## src/rtl/ps2_pkg.sv

```systemverilog
// ps2_pkg: shared types and constants for the PS/2 keyboard receiver.
//   ps2_state_t     - frame FSM states
//   PS2_PREFIX_*    - scan-code prefixes folded into key_ext / key_break
//   PS2_DROP_CODES  - keyboard status bytes that never reach the CPU
package ps2_pkg;

   typedef enum logic [1:0] {ST_IDLE, ST_DATA, ST_PARITY, ST_STOP} ps2_state_t;

   localparam logic [7:0] PS2_PREFIX_EXT = 8'hE0;
   localparam logic [7:0] PS2_PREFIX_BRK = 8'hF0;

   localparam int PS2_NUM_DROP = 6;
   localparam logic [7:0] PS2_DROP_CODES [PS2_NUM_DROP] =
      '{8'h00, 8'hAA, 8'hFA, 8'hEE, 8'hFE, 8'hFF};

   function automatic logic ps2_is_dropped(input logic [7:0] code);
      logic hit;
      hit = 1'b0;
      for (int i = 0; i < PS2_NUM_DROP; i++) hit |= (code == PS2_DROP_CODES[i]);
      return hit;
   endfunction

endpackage

```

## src/rtl/ps2_key_receiver_filter.sv

```systemverilog
// ps2_edge_filter: synchronizes raw PS/2 clock/data and emits a filtered falling-edge strobe.
//   clk, rstn - cpu_clk and asynchronous active-low reset
//   ps2_clk   - raw PS/2 clock (asynchronous)
//   ps2_data  - raw PS/2 data (asynchronous)
//   fall      - one-cycle strobe when the filtered clock goes 1->0
//   data      - synchronized PS/2 data, sampled by the frame FSM on fall
module ps2_edge_filter #(
   parameter int FILTER_LEN = 4
) (
   input  logic clk,
   input  logic rstn,
   input  logic ps2_clk,
   input  logic ps2_data,
   output logic fall,
   output logic data
);

   localparam int CW = FILTER_LEN > 1 ? $clog2(FILTER_LEN) : 1;

   logic [1:0]    clk_s, dat_s;
   logic          filt;
   logic [CW-1:0] cnt;

   assign data = dat_s[1];

   // cnt counts consecutive synchronized samples disagreeing with filt; the
   // FILTER_LEN-th such sample flips filt, and a 1->0 flip raises fall.
   always_ff @(posedge clk or negedge rstn) begin
      if (!rstn) begin
         clk_s <= 2'b11;
         dat_s <= 2'b11;
         filt  <= 1'b1;
         cnt   <= '0;
         fall  <= 1'b0;
      end else begin
         clk_s <= {clk_s[0], ps2_clk};
         dat_s <= {dat_s[0], ps2_data};
         fall  <= 1'b0;
         if (clk_s[1] == filt) begin
            cnt <= '0;
         end else if (cnt == CW'(FILTER_LEN - 1)) begin
            filt <= clk_s[1];
            cnt  <= '0;
            fall <= filt;
         end else begin
            cnt <= cnt + 1'b1;
         end
      end
   end

endmodule

```

## src/rtl/ps2_key_receiver.sv

```systemverilog
// ps2_key_receiver: PS/2 keyboard frame receiver with prefix decode and MMIO key register.
//   clk, rstn   - cpu_clk and asynchronous active-low reset
//   ps2_clk     - raw PS/2 clock, ps2_data - raw PS/2 data
//   key_ack     - one-cycle pulse consuming the current code
//   key_data    - last accepted make/break code
//   key_valid   - unread code present
//   key_break   - code was preceded by F0
//   key_ext     - code was preceded by E0
//   key_overrun - sticky, a code was overwritten before ack
//   frame_err   - one-cycle pulse on a discarded frame or timeout
module ps2_key_receiver
   import ps2_pkg::*;
#(
   parameter int FILTER_LEN     = 4,
   parameter int TIMEOUT_CYCLES = 5000
) (
   input  logic       clk,
   input  logic       rstn,
   input  logic       ps2_clk,
   input  logic       ps2_data,
   input  logic       key_ack,
   output logic [7:0] key_data,
   output logic       key_valid,
   output logic       key_break,
   output logic       key_ext,
   output logic       key_overrun,
   output logic       frame_err
);

   localparam int GW = $clog2(TIMEOUT_CYCLES + 1);

   logic          fall, din;
   ps2_state_t    state, state_n;
   logic [2:0]    bit_cnt, bit_cnt_n;
   logic [7:0]    shreg, shreg_n;
   logic          par, par_n, par_ok, par_ok_n;
   logic [GW-1:0] gap, gap_n;
   logic          emit, err, timeout, load;
   logic          pend_ext, pend_brk;

   ps2_edge_filter #(.FILTER_LEN(FILTER_LEN)) u_filter (
      .clk      (clk),
      .rstn     (rstn),
      .ps2_clk  (ps2_clk),
      .ps2_data (ps2_data),
      .fall     (fall),
      .data     (din)
   );

   always_comb begin
      state_n   = state;
      bit_cnt_n = bit_cnt;
      shreg_n   = shreg;
      par_n     = par;
      par_ok_n  = par_ok;
      emit      = 1'b0;
      err       = 1'b0;
      gap_n     = (state == ST_IDLE || fall) ? '0 : gap + 1'b1;
      // gap counts cycles since the last processed fall; the edge that would
      // make it TIMEOUT_CYCLES aborts the frame instead.
      timeout   = (state != ST_IDLE) && !fall && (gap == GW'(TIMEOUT_CYCLES - 1));
      if (timeout) begin
         state_n = ST_IDLE;
         gap_n   = '0;
         err     = 1'b1;
      end else if (fall) begin
         case (state)
            ST_IDLE: begin
               if (!din) begin
                  state_n   = ST_DATA;
                  bit_cnt_n = '0;
                  par_n     = 1'b0;
               end
            end
            ST_DATA: begin
               shreg_n   = {din, shreg[7:1]};
               par_n     = par ^ din;
               bit_cnt_n = bit_cnt + 3'd1;
               if (bit_cnt == 3'd7) state_n = ST_PARITY;
            end
            ST_PARITY: begin
               par_ok_n = par ^ din;
               state_n  = ST_STOP;
            end
            ST_STOP: begin
               emit    = din & par_ok;
               err     = ~(din & par_ok);
               state_n = ST_IDLE;
            end
         endcase
      end
   end

   always_ff @(posedge clk or negedge rstn) begin
      if (!rstn) begin
         state   <= ST_IDLE;
         bit_cnt <= '0;
         shreg   <= '0;
         par     <= 1'b0;
         par_ok  <= 1'b0;
         gap     <= '0;
      end else begin
         state   <= state_n;
         bit_cnt <= bit_cnt_n;
         shreg   <= shreg_n;
         par     <= par_n;
         par_ok  <= par_ok_n;
         gap     <= gap_n;
      end
   end

   assign load = emit && shreg != PS2_PREFIX_EXT && shreg != PS2_PREFIX_BRK && !ps2_is_dropped(shreg);

   always_ff @(posedge clk or negedge rstn) begin
      if (!rstn) begin
         key_data    <= '0;
         key_valid   <= 1'b0;
         key_break   <= 1'b0;
         key_ext     <= 1'b0;
         key_overrun <= 1'b0;
         frame_err   <= 1'b0;
         pend_ext    <= 1'b0;
         pend_brk    <= 1'b0;
      end else begin
         frame_err <= err;
         if (err || load) begin
            pend_ext <= 1'b0;
            pend_brk <= 1'b0;
         end else if (emit && shreg == PS2_PREFIX_EXT) begin
            pend_ext <= 1'b1;
         end else if (emit && shreg == PS2_PREFIX_BRK) begin
            pend_brk <= 1'b1;
         end
         if (load) begin
            key_data  <= shreg;
            key_ext   <= pend_ext;
            key_break <= pend_brk;
         end
         key_valid   <= load | (key_valid & ~key_ack);
         key_overrun <= (key_ack & key_valid) ? 1'b0 : (load & key_valid) ? 1'b1 : key_overrun;
      end
   end

endmodule

```

## config.mk

```make
export PLATFORM = sky130hd
export DESIGN_NAME = ps2_key_receiver
export DESIGN_NICKNAME = d
export VERILOG_FILES = /design/src/rtl/ps2_pkg.sv /design/src/rtl/ps2_key_receiver_filter.sv /design/src/rtl/ps2_key_receiver.sv
export SDC_FILE = /design/constraint.sdc
export NUM_CORES = 1
export LEC_CHECK = 0
export BUFFER_PORTS_ARGS = -buffer_cell sky130_fd_sc_hd__buf_4
export CELL_PAD_IN_SITES_DETAIL_PLACEMENT = 1
export CELL_PAD_IN_SITES_GLOBAL_PLACEMENT = 1
export CORE_ASPECT_RATIO = 1.2
export CORE_MARGIN = 3
export CORE_UTILIZATION = 47
export DETAILED_ROUTE_END_ITERATION = 8
export GPL_ROUTABILITY_DRIVEN = 0
export PLACE_DENSITY = 0.79
export SYNTH_ARGS = -nofsm -noshare
export SYNTH_HDL_FRONTEND = slang
export SYNTH_SLANG_ARGS = --single-unit
```

## constraint.sdc

```tcl
create_clock -name clk -period 2.7 [get_ports clk]
set_input_delay 0.675 -clock clk [delete_from_list [all_inputs] [get_ports clk]]
set_output_delay 0.675 -clock clk [all_outputs]
set_load 0.01 [all_outputs]
```

# Word-level counts from Yosys, hierarchy flattened
# Index checks and enable logic that the tools add are counted.
# word_totals
elab_cells	110
output_inout_bits	13
inputBits	5
regBits	51
# op_classes
reduce_logical	25
n_mux	28
n_addsub	3
n_bitwise	15
eq_ne	20
# ops
cell	count
== test 8 bit, second input constant	7
2-to-1 mux 13 bit	2
2-to-1 mux 1 bit	16
inequality test 8 bit, second input constant	2
adder 13 x 1 -> 13 bit, second input constant	1
== test 13 bit, second input constant	1
2-to-1 mux 2 bit	6
nonzero test 2 bit	6
AND reduction 3 bit	3
zero test 8 bit	1
case mux 2 bit (4 select lines)	1
logical AND 1 bit	7
== test 2 bit, second input constant	3
inequality test 3 bit, second input constant	2
bitwise OR 1 bit	6
case mux 3 bit (2 select lines)	1
AND 1 bit	4
inequality test 2 bit, second input constant	2
inverter 1 bit	4
AND reduction 2 bit	2
AND reduction 4 bit	1
adder 3 x 1 -> 3 bit, second input constant	1
== test 3 bit, second input constant	1
2-to-1 mux 3 bit	1
other kinds (8)	10

# Depth between registers and ports, before layout
# logic_depth
ltp_word	11
ltp_mapped	8
mapped_depth_nobuf	6

# Modules after synthesis
# A second synthesis with hierarchy kept.
# unflattened
cells_unflattened	196
area_unflattened_um2	2319.7
# by_module_without_submodules
module	area_each_um2	instances	seq_area_each_um2	cells_each
ps2_key_receiver	2054.5	1	1076.0	182
ps2_edge_filter	265.3	1	206.4	14

# Worst setup path before layout
# Ideal clock, no wire load.
# synth_path
path_type	flip-flop to flip-flop
start	register shreg[3]
end	register key_data[0]
path_slack_ns	0.825
synth_period_minus_slack_ns	1.875
setup_time_ns	0.125
path_buffers	1
stages_incl_launch_ff	6
required_ns	2.575
t_arrival_ns	1.750
cell_sequence	dfrtp_1 or4_1 a221oi_2 nor4_2 buf_6 mux2_4
# synth_between
elab_chain_cells	8
word_cells_on_any_way	17
classes_between	7 x eq/ne; 5 x bitwise; 5 x reduce/logical
# synth_lines
item	line_no	text
start, declared	ps2_key_receiver.sv:35	logic [7:0] shreg, shreg_n;
start signal, assigned	ps2_key_receiver.sv:105	shreg <= shreg_n;
== test 8 bit or zero test 8 bit (tied branches)	ps2_pkg.sv:19	for (int i = 0; i < PS2_NUM_DROP; i++) hit |= (code == PS2_DROP_CODES[i]);
bitwise OR 1 bit (5 in a row)	ps2_pkg.sv:19	
zero test 1 bit	ps2_key_receiver.sv:112	assign load = emit && shreg != PS2_PREFIX_EXT && shreg != PS2_PREFIX_BRK && !ps2_is_dropped(shreg);
logical AND 1 bit (*)	ps2_key_receiver.sv:112	
end signal, assigned	ps2_key_receiver.sv:135	key_data <= shreg;
end, declared	ps2_key_receiver.sv:22	output logic [7:0] key_data,
# Mark *: on every way between the ends. The rest lies on a longest branch, timed or not.
# A chain may end at the register's enable or synchronous reset.

# Worst setup path after layout
# layout_path
start	register u_filter.dat_s[1]
end	register key_data[2]
# layout_between
elab_chain_cells	7
# layout_lines
item	line_no	text
start, declared	ps2_key_receiver_filter.sv:20	logic [1:0] clk_s, dat_s;
start signal, assigned	ps2_key_receiver_filter.sv:37	dat_s <= {dat_s[0], ps2_data};
AND 1 bit	ps2_key_receiver.sv:86	emit = din & par_ok;
2-to-1 mux 1 bit	ps2_key_receiver.sv:67	case (state)
2-to-1 mux 1 bit	ps2_key_receiver.sv:66	end else if (fall) begin
2-to-1 mux 1 bit	ps2_key_receiver.sv:62	if (timeout) begin
logical AND 1 bit (3 in a row)	ps2_key_receiver.sv:112	
# Every way passes these cells.

==> impl_metrics.toml <==
[run_status]
status = "finished clean"

[critical_path]
crit_start = "u_filter.dat_s[1]"
crit_type = "flip-flop to flip-flop"
critPathLaunchType = "flip-flop"
cp.arrival_ps = 2540
reg2regPathDepth = 4
r2r_slack_ps = 350
crit_fanout = 11
r2r-start = "u_filter.dat_s[1]"
required_ps = 2890
worstReg2RegEnd = "key_data[2]"
cp-end-kind = "flip-flop"

[drt]
wl_per_cell_microns = 17.1
num_vias = 1612
drtAntennaViolNets = 0
vias_per_cell = 5.76
drc_errors = 0
drt-initial-drc-count = 50
routed_wl_microns = 4800
firstDrtPassIters = 4

[logic_synthesis]
netlist_area_sq_mm = 0.00234
synth_area_leaders = "dfrtp_1 (49%), mux2_2 (6.3%), dfstp_2 (5.6%)"
yosysUniqueCellTypes = 37
synthFlopType = "dfrtp_1"
yosys.area.top_type = "dfrtp_1"
syn_avg_cell_area_sq_um = 11.6
ys_seq_elements = 51
async_flop_share_pct = 100
synth_top_area_share_pct = 49.3
synth_nets = 215
postSynthCellCount = 201
yosys_warnings = 0
synth_edf_count = 0
seq_area_frac_synth_pct = 54.9

[finish]
regArea_sq_mm = 0.00128
nNetsFinal = 235
area_growth_pct = 12.6
final_cells = 280
multi_input_area_sq_um = 995
nFillCells = 505
layout-drive-gt1-share_pct = 24.3
diodes = 0

[place]
dp_slack_ps = 350
port_buffers = 17
dp_cells = 272
place_hpwl_microns = 3430

[sta]
fin_tns_setup_ps = 0
relSlewSlack_pct = 41.1
slew_violations = 0
period_share_pct = 87.1
max_freq_mhz = 425
worstMarginPinSlew_ps = 876
fin_ws_ps = 348
rsz0062_at_grt = "no"
clock_skew_ps = 13.5
hold_slack_ps = 364
finalSetupViolCount = 0
hold_violations = 0
period_needed_ps = 2350

[floorplan]
dieArea_sq_mm = 0.00586
ioPinCount = 18
placementRows = 27
start_util_pct = 49.8
die_w_microns = 70.4
core-area_sq_mm = 0.00470
dieHeight_microns = 83.3

[global_routing]
grtUsageTotal_pct = 17.7
grt_pass1_wl_microns = 8360
overflow = 0
antenna_found_initial = 0
grt_max_degree = 52
grt_pass1_vias = 1811

[power]
power.total_mw = 1.60
max-vdd-ir-drop_uv = 301
power_density_mw_per_mm2 = 607
power.leakage_nw = 1.21

[clock_network]
htreeDepth = 2
cts_root_buf = "clkbuf_8"
cts_hold_buf = 0
cts_buffers = 5
post-cts-setup-buffer-count = 0
clockBufferDepth = 2
cts_resized = 0
clock-sinks = 51
worstSkewPairLatency_ps = 300
cts_tree = "done"
clkTransAtPathRegs_ps = 90

[hold_path]
hold_end = "u_filter.dat_s[1]"
hp-class = "flip-flop to flip-flop"
hp-start = "u_filter.dat_s[0]"
hold_path_depth = 0

[job]
cap_violations = 0
[synthesized netlist by cell type (3+ instances only)]
master	instances
a21oi_1	11
a22o_1	3
and3_1	3
clkbuf_1	5
dfrtp_1	46
dfstp_2	5
ha_1	9
inv_1	8
mux2_2	13
mux2_4	6
nand2_1	13
nand3_1	5
nand4_1	5
nor2_1	15
nor3_1	8
o21ai_0	7
or3_1	3
or4_1	3
xnor2_1	9
[placed cells by master, fill, tap and decap left out, types with 2 or more instances in the layout]
master / Yosys / final
mux2_4: 6 / 6
mux2_2: 13 / 13
a22o_1: 3 / 3
inv_1: 8 / 8
nand4_1: 5 / 5
a21oi_1: 11 / 11
nor4b_1: 2 / 2
or4_1: 3 / 3
o21ai_0: 7 / 7
buf_4: 0 / 19
ha_1: 9 / 9
clkbuf_8: 0 / 5
xnor2_1: 9 / 9
or3_1: 3 / 3
a31oi_1: 2 / 2
nor2_1: 15 / 15
xor2_1: 2 / 2
nand3_1: 5 / 5
dfstp_2: 5 / 5
nor2b_1: 2 / 2
a32oi_1: 2 / 2
dfrtp_1: 46 / 46
nor3_1: 8 / 8
nand2_1: 13 / 13
nor4_1: 2 / 2
and3_1: 3 / 3
[through the flow]
stage	cell area (sq um)	util [%]
6_report	2630	56.1
3_3_place_gp	2520	53.7
5_1_grt	2630	56.1
3_5_place_dp	2520	53.7
2_1_floorplan	2340	-
4_1_cts	2630	56.1
[power by group]
group          internal (mW)  switching, mW
sequential             0.817         0.0417
combinational         0.0829          0.138
clock                  0.277          0.243
[area by class of cell]
type	count	area share (%)
clock buffer	6	2.76
clock inverter	2	1.43
inverter	8	1.14
multi-input combinational	136	37.8
sequential	51	48.7
tap	58	2.76
timing repair buffer	19	5.42
[worst max path at each step]
stage	depth (start not counted)	slack (ps)	endpoint
detailed placement	4	350	key_data[2]
CTS	4	340	key_data[2]
floorplan	5	820	key_data[0]
global placement	4	450	key_data[0]
finish	4	350	key_data[2]
global route	4	240	key_data[2]
[worst max-delay path: stages (launching register included)]
cell	delay, ps
dfstp_2	650
nand4_1	160
nor4_2	790
buf_4	320
mux2_4	320
[logic make-up after synthesis]
kind of cell | count (synthesis) | synth area share, %
buffers and inverters | 14 | 2.57
AO/OA/AOI/OAI | 31 | 8.62
multiplexers | 19 | 10.1
XOR/XNOR | 11 | 4.12
AND/OR/NAND/NOR | 66 | 14.9
adder cells (fa/ha/maj) | 9 | 4.82
flip-flops | 51 | 54.9
[per-layer routing]
layer | global-route usage [%] | up-vias | part of all wire [%]
li1 | - | 760 | -
met2 | 32.8 | 19 | 55
met3 | 3.63 | 8 | 2.6
met4 | 6.27 | 0 | 1.8
met1 | 19.5 | 825 | 40
met5 | 0 | - | 0
[state kept, by name (all words and copies together) (netlist names), 2 cells and up]
name	flops
bit_cnt	3
gap	13
key_data	8
shreg	8
state	2
u_filter.clk_s	2
u_filter.cnt	2
u_filter.dat_s	2
No activity file was read; power rests on OpenSTA's default activity.
